`config.mk`:
```
export PLATFORM = sky130hd
export DESIGN_NAME = regs_cmd_ctrl
export DESIGN_NICKNAME = d
export VERILOG_FILES = /design/src/rtl/regs_cmd_ctrl.sv
export SDC_FILE = /design/constraint.sdc
export NUM_CORES = 1
export LEC_CHECK = 0
export CORE_ASPECT_RATIO = 0.6
export CORE_MARGIN = 2
export CORE_UTILIZATION = 30
export CTS_BUF_LIST = sky130_fd_sc_hd__clkbuf_4
export CTS_CLUSTER_DIAMETER = 50
export DETAILED_ROUTE_END_ITERATION = 6
export GPL_ROUTABILITY_DRIVEN = 0
export PLACE_DENSITY_LB_ADDON = 0.15
export SKIP_CTS_REPAIR_TIMING = 1
export SLEW_MARGIN = 20
export SYNTH_ARGS = -nofsm -noshare
export SYNTH_HDL_FRONTEND = slang
export SYNTH_SLANG_ARGS = --single-unit
```
`constraint.sdc`:
```
create_clock -name clk -period 2.45 [get_ports clk]
set_input_delay 0.49 -clock clk [delete_from_list [all_inputs] [get_ports clk]]
set_output_delay 0.49 -clock clk [all_outputs]
set_load 0.02 [all_outputs]
```
`src/rtl/regs_cmd_ctrl.sv`:
```
// Command sequencer driving the 8x32 register file: WRITE, READ, ADD and CLEAR
// commands arrive over valid/ready and finish with a one-cycle rsp_valid pulse.
module regs_cmd_ctrl (
    input  logic        clk,
    input  logic        cr,
    input  logic        cmd_valid,
    output logic        cmd_ready,
    input  logic [1:0]  cmd_op,
    input  logic [2:0]  cmd_rd,
    input  logic [2:0]  cmd_ra,
    input  logic [2:0]  cmd_rb,
    input  logic [31:0] cmd_data,
    output logic        rsp_valid,
    output logic [31:0] rsp_a,
    output logic [31:0] rsp_b,
    output logic        rsp_carry,
    output logic        rf_we,
    output logic [2:0]  rf_addr_w,
    output logic [31:0] rf_di,
    output logic [2:0]  rf_addr_a,
    output logic [2:0]  rf_addr_b,
    input  logic [31:0] rf_qa,
    input  logic [31:0] rf_qb
);

    typedef enum logic [2:0] {
        S_IDLE, S_WR, S_RD, S_WB, S_CLR, S_RSP
    } state_t;

    localparam logic [1:0] OP_WRITE = 2'b00;
    localparam logic [1:0] OP_READ  = 2'b01;
    localparam logic [1:0] OP_ADD   = 2'b10;
    localparam logic [1:0] OP_CLEAR = 2'b11;

    state_t      state_q;
    logic [1:0]  op_q;
    logic [2:0]  rd_q, ra_q, rb_q, cnt_q;
    logic [31:0] rsp_a_q, rsp_b_q, rf_di_q;
    logic        rsp_carry_q, add_carry_q, rsp_valid_q, rf_we_q;
    logic [2:0]  rf_addr_w_q;
    logic [32:0] add_sum_d;

    // The sum is formed from the live read data in RD, so the WB write uses the
    // values being captured into rsp_a/rsp_b (old contents when rd aliases ra/rb).
    assign add_sum_d = {1'b0, rf_qa} + {1'b0, rf_qb};

    assign cmd_ready = (state_q == S_IDLE);
    assign rsp_valid = rsp_valid_q;
    assign rsp_a     = rsp_a_q;
    assign rsp_b     = rsp_b_q;
    assign rsp_carry = rsp_carry_q;
    assign rf_we     = rf_we_q;
    assign rf_addr_w = rf_addr_w_q;
    assign rf_di     = rf_di_q;
    assign rf_addr_a = ra_q;
    assign rf_addr_b = rb_q;

    always_ff @(posedge clk or negedge cr) begin
        if (!cr) begin
            state_q     <= S_IDLE;
            op_q        <= OP_WRITE;
            rd_q        <= '0;
            ra_q        <= '0;
            rb_q        <= '0;
            cnt_q       <= '0;
            rsp_a_q     <= '0;
            rsp_b_q     <= '0;
            rsp_carry_q <= 1'b0;
            add_carry_q <= 1'b0;
            rsp_valid_q <= 1'b0;
            rf_we_q     <= 1'b0;
            rf_addr_w_q <= '0;
            rf_di_q     <= '0;
        end else begin
            rsp_valid_q <= 1'b0;
            case (state_q)
                S_IDLE: begin
                    if (cmd_valid) begin
                        op_q <= cmd_op;
                        rd_q <= cmd_rd;
                        ra_q <= cmd_ra;
                        rb_q <= cmd_rb;
                        case (cmd_op)
                            OP_WRITE: begin
                                rf_we_q     <= 1'b1;
                                rf_addr_w_q <= cmd_rd;
                                rf_di_q     <= cmd_data;
                                state_q     <= S_WR;
                            end
                            OP_READ, OP_ADD: state_q <= S_RD;
                            OP_CLEAR: begin
                                rf_we_q     <= 1'b1;
                                rf_addr_w_q <= '0;
                                rf_di_q     <= '0;
                                cnt_q       <= '0;
                                state_q     <= S_CLR;
                            end
                        endcase
                    end
                end
                S_WR: begin
                    rf_we_q     <= 1'b0;
                    rf_di_q     <= '0;
                    rsp_valid_q <= 1'b1;
                    state_q     <= S_RSP;
                end
                S_RD: begin
                    rsp_a_q <= rf_qa;
                    rsp_b_q <= rf_qb;
                    if (op_q == OP_ADD) begin
                        rf_we_q     <= 1'b1;
                        rf_addr_w_q <= rd_q;
                        rf_di_q     <= add_sum_d[31:0];
                        add_carry_q <= add_sum_d[32];
                        state_q     <= S_WB;
                    end else begin
                        rsp_valid_q <= 1'b1;
                        state_q     <= S_RSP;
                    end
                end
                S_WB: begin
                    rsp_carry_q <= add_carry_q;
                    rf_we_q     <= 1'b0;
                    rf_di_q     <= '0;
                    rsp_valid_q <= 1'b1;
                    state_q     <= S_RSP;
                end
                S_CLR: begin
                    if (cnt_q == 3'd7) begin
                        cnt_q       <= '0;
                        rf_we_q     <= 1'b0;
                        rsp_valid_q <= 1'b1;
                        state_q     <= S_RSP;
                    end else begin
                        cnt_q       <= cnt_q + 3'd1;
                        rf_addr_w_q <= cnt_q + 3'd1;
                    end
                end
                S_RSP:   state_q <= S_IDLE;
                default: state_q <= S_IDLE;
            endcase
        end
    end

endmodule

```
==> results.md <==
- 1st-iter DRT viols: between 300 and 400
- Die Y: 120 um
- Maximum vdd drop: roughly 0.55 mV
- Largest net degree at the start of global routing: between 40 and 50
- Vias per cell: ~4.8
- Worst skew pair latency: approximately 0.55 ns
- Vias in the first global route: around 6600
- Clk pwr share: 12.4%
- Most common cell in the netlist: nand2_1
- Clk buf depth: 2
- Area contributors post-synth: dfrtp_1, nand2_1, ha_1
- Fraction of the yosys area taken by sequential cells: between 40% and 50%
- Core Region: 22000 sq um
- Remaining DRCs: 0
- Cell Area, Synth: around 6700 sq um
- Worst Reg-to-Reg Cells: 8
- Placed Instances: 1402
- Largest family of logic cells by synthesized area: simple AND/OR/NAND/NOR gates
- Hold endpoint: rsp_b[2]$_DFFE_PN0P_
- Met2 routed WL: slightly below 10000 um
- First-pass GRT wire length: roughly 38000 um
- Pint: 6.67 mW
- Routed WL per cell: 16.9 um
- CTS clk-pin slew, worst paths: ~0.12 ns
- I/O Pins: 219
- Crit-path slowest cell: clkdlybuf4s50_1
- Number of routed nets with antenna violations: 0
- Worst Hold Depth: 3
- Synth Register Bits: 120
- GRT Util Overall: approximately a fifth
- F_max: about 0.41 GHz
- Top Metal Used: met5
- Worst reg2reg startpoint: state_q[0]$_DFFE_PN0P_
- Pre-Repair DR Iteration Count: 5
- Min cycle time layout: roughly 2.4 ns
- Sequential power share: between 30 and 40%
- Row Count: between 40 and 50
- Worst Hold Launch: rf_qb[2]
- Die footprint: ~24000 sq um
- Crit. End Element: flip-flop
- Syn avg cell area: 8.53 sq um
- Max cap viols: 0
- Post-Synth Adder-Cell Area: 7.42%
- Die X: about 200 um
- Kind of critical path: primary input to flip-flop
- Metal3 WL: approximately 1500 um
- PwrDens: roughly 1100 nW/um^2
- P_leak: between 5 and 6 nW
- Sw Pwr: ~4.8 mW
- Crit path cell chain: clkdlybuf4s50_1 > ha_1 > buf_4 > a21o_1 > and3_1 > nor3b_1 > a22oi_1 > a21oi_1 > o21ai_0 > xnor2_1 > o21ai_1
- Combinational fraction of design power: a little under three fifths
- CTS tree: yes
- Clk sinks: between 100 and 150
- GRT Residual Overflow: 0
- RR Endpoint: rf_di[28]$_DFFE_PN0P_
- Reg2Reg Setup Slack: between 0.2 and 0.25 ns
- Register area: about 3000 sq um
- # fillers: approximately 2200
- Share of the clock period used by the worst path: slightly below 100%
- Slew @ Worst Pin: ~0.62 ns
- Sw frac: around two fifths
- Post-Synth Simple-Gate Area: ~23%
- Outcome: completed
- Fin. Hold Viols: 0
- XOR/XNOR share of the synthesized area: between 3 and 4%
- CTS Buf Count: 17
- Setup violators final: 0
- FFs w/ async S/R, synth: 100%
- Root buf cell: clkbuf_4
- Synth-to-layout area growth: 61.2%
- Top post-synthesis cells by count: nand2_1, dfrtp_1, a21oi_1
- Dpl hpwl: 18900 um
- WL met1: 12800 um
- Min-Delay Path Class: primary input to flip-flop
- WP data required: around 2.9 ns
- Yosys cell types: 60
- Drt total wl: between 20000 and 25000 um
- Starting Density: a little under a third
- Max incr delay on CP: 0.42 ns
- Unrepaired setup endpoints after global routing: true
- Share of post-route cells with drive strength above 1: between 20 and 25%
- Syn nets: around 930
- Worst Path Arrival: about 2.9 ns
- Worst setup SP type: primary input
- Multiplexer area fraction after synthesis: around 2.2%
- Number of synthesized flops with an enable pin: 0
- IO Port Bufs: 218
- Diode count: 0
- Hold Slack: between 0.15 and 0.2 ns
- Synth Area in Compound Gates: 16.6%
- Multi-input combinational cell area: ~3600 sq um
- Synth top area share: around 45%
- Dominant synthesized flop cell: dfrtp_1
- Initial antenna violation count: 1
- Yosys top cell by area: dfrtp_1
- DR vias: between 6000 and 7000
- Max-slew headroom: about three fifths
- Max-slew violation total from the final report: 0
- H-tree Lvls: 4
- Nets@finish: 1288
- Largest fanout on the critical path: 3
- Clock Skew: ~0.012 ns
- Layout Cells excl Fill: about 1400
- Synth Warn #: 0
- Syn Inst Count: just under 800
[how the worst max path moves through the flow]
stage                         from                    end  slack, ns
final                     rf_qb[8]  rf_di[25]$_DFFE_PN0P_       0.02
after global placement    rf_qa[0]  rf_di[30]$_DFFE_PN0P_      -0.83
after CTS                 rf_qa[0]  rf_di[20]$_DFFE_PN0P_      -0.27
after floorplan           rf_qa[0]  rf_di[26]$_DFFE_PN0P_      -0.10
after detailed placement  rf_qa[0]  rf_di[20]$_DFFE_PN0P_      -0.88
after global routing      rf_qb[8]  rf_di[25]$_DFFE_PN0P_      -0.03
[routing by layer]
metal | global-route usage (%) | vias up
li1 | - | 3414
met1 | 32.5 | 3218
met2 | 28.9 | 190
met3 | 5.37 | 15
met4 | 5.08 | 2
met5 | 0 | -
[cells by family (layout without fill, tap and decap cells)]
group           after synthesis  count (layout)
fa+ha+maj                    39              39
simple gates                357             357
buf+inv                      54             423
flops                       120             120
xor+xnor                     24              24
mux                          13              13
compound gates              176             176
[critical path: cells and delay by family]
kind	cells	cell delay, ns
AO/OA/AOI/OAI	5	0.75
XOR/XNOR	1	0.25
adder cells (fa/ha/maj)	1	0.34
buffers and inverters	2	0.57
AND/OR/NAND/NOR	2	0.45
[power groups by stage]
stage	registers [mW]	clock network (mW)	logic, mW
6_report	3.53	1.42	6.50
5_1_grt	3.66	1.58	7.06
4_1_cts	3.53	1.49	6.50
3_5_place_dp	3.56	0	6.49
3_3_place_gp	3.55	0	6.44
2_1_floorplan	4.60	0	2.12
[sequential cells by signal, indices dropped and copies added (netlist names), 2 cells and up]
| register | count |
|---|---|
| rf_addr_b | 3 |
| rd_q | 3 |
| rf_addr_w | 3 |
| state_q | 3 |
| cnt_q | 3 |
| op_q | 2 |
| rf_di | 32 |
| rsp_a | 32 |
| rsp_b | 32 |
| rf_addr_a | 3 |
[placed cells by master, fill, tap and decap left out, types with 11 or more instances in the layout]
cell / instances
clkbuf_4: 20
ha_1: 37
nand2_1: 227
dfrtp_1: 120
nor2_1: 52
mux2_2: 11
xor2_1: 12
o21ai_0: 40
buf_4: 152
a21oi_1: 60
clkdlybuf4s50_1: 210
and3_1: 16
nand3_1: 15
[final cells by class]
class / count / share of cell area [%]
Tap cell: 286 / 3.32
Clock inverter: 12 / 1.01
Sequential cell: 120 / 27.9
Inverter: 14 / 0.488
Timing Repair Buffer: 377 / 32.1
Multi-Input combinational cell: 609 / 33.8
Clock buffer: 20 / 1.40
[through the flow]
step | util (%) | total power, mW | instance area, sq um | setup WS (ns) | setup TNS [ns]
after floorplan | - | 6.72 | 6710 | -0.102 | -0.253
after global routing | 49.0 | 12.3 | 10800 | -0.0291 | -0.0534
after CTS | 48.2 | 11.5 | 10600 | -0.275 | -1.84
final | 49.0 | 11.5 | 10800 | 0.0233 | 0
after detailed placement | 47.1 | 10.0 | 10300 | -0.880 | -15.61
after global placement | 47.1 | 9.99 | 10300 | -0.834 | -15.05
No activity file was read; power rests on OpenSTA's default activity.
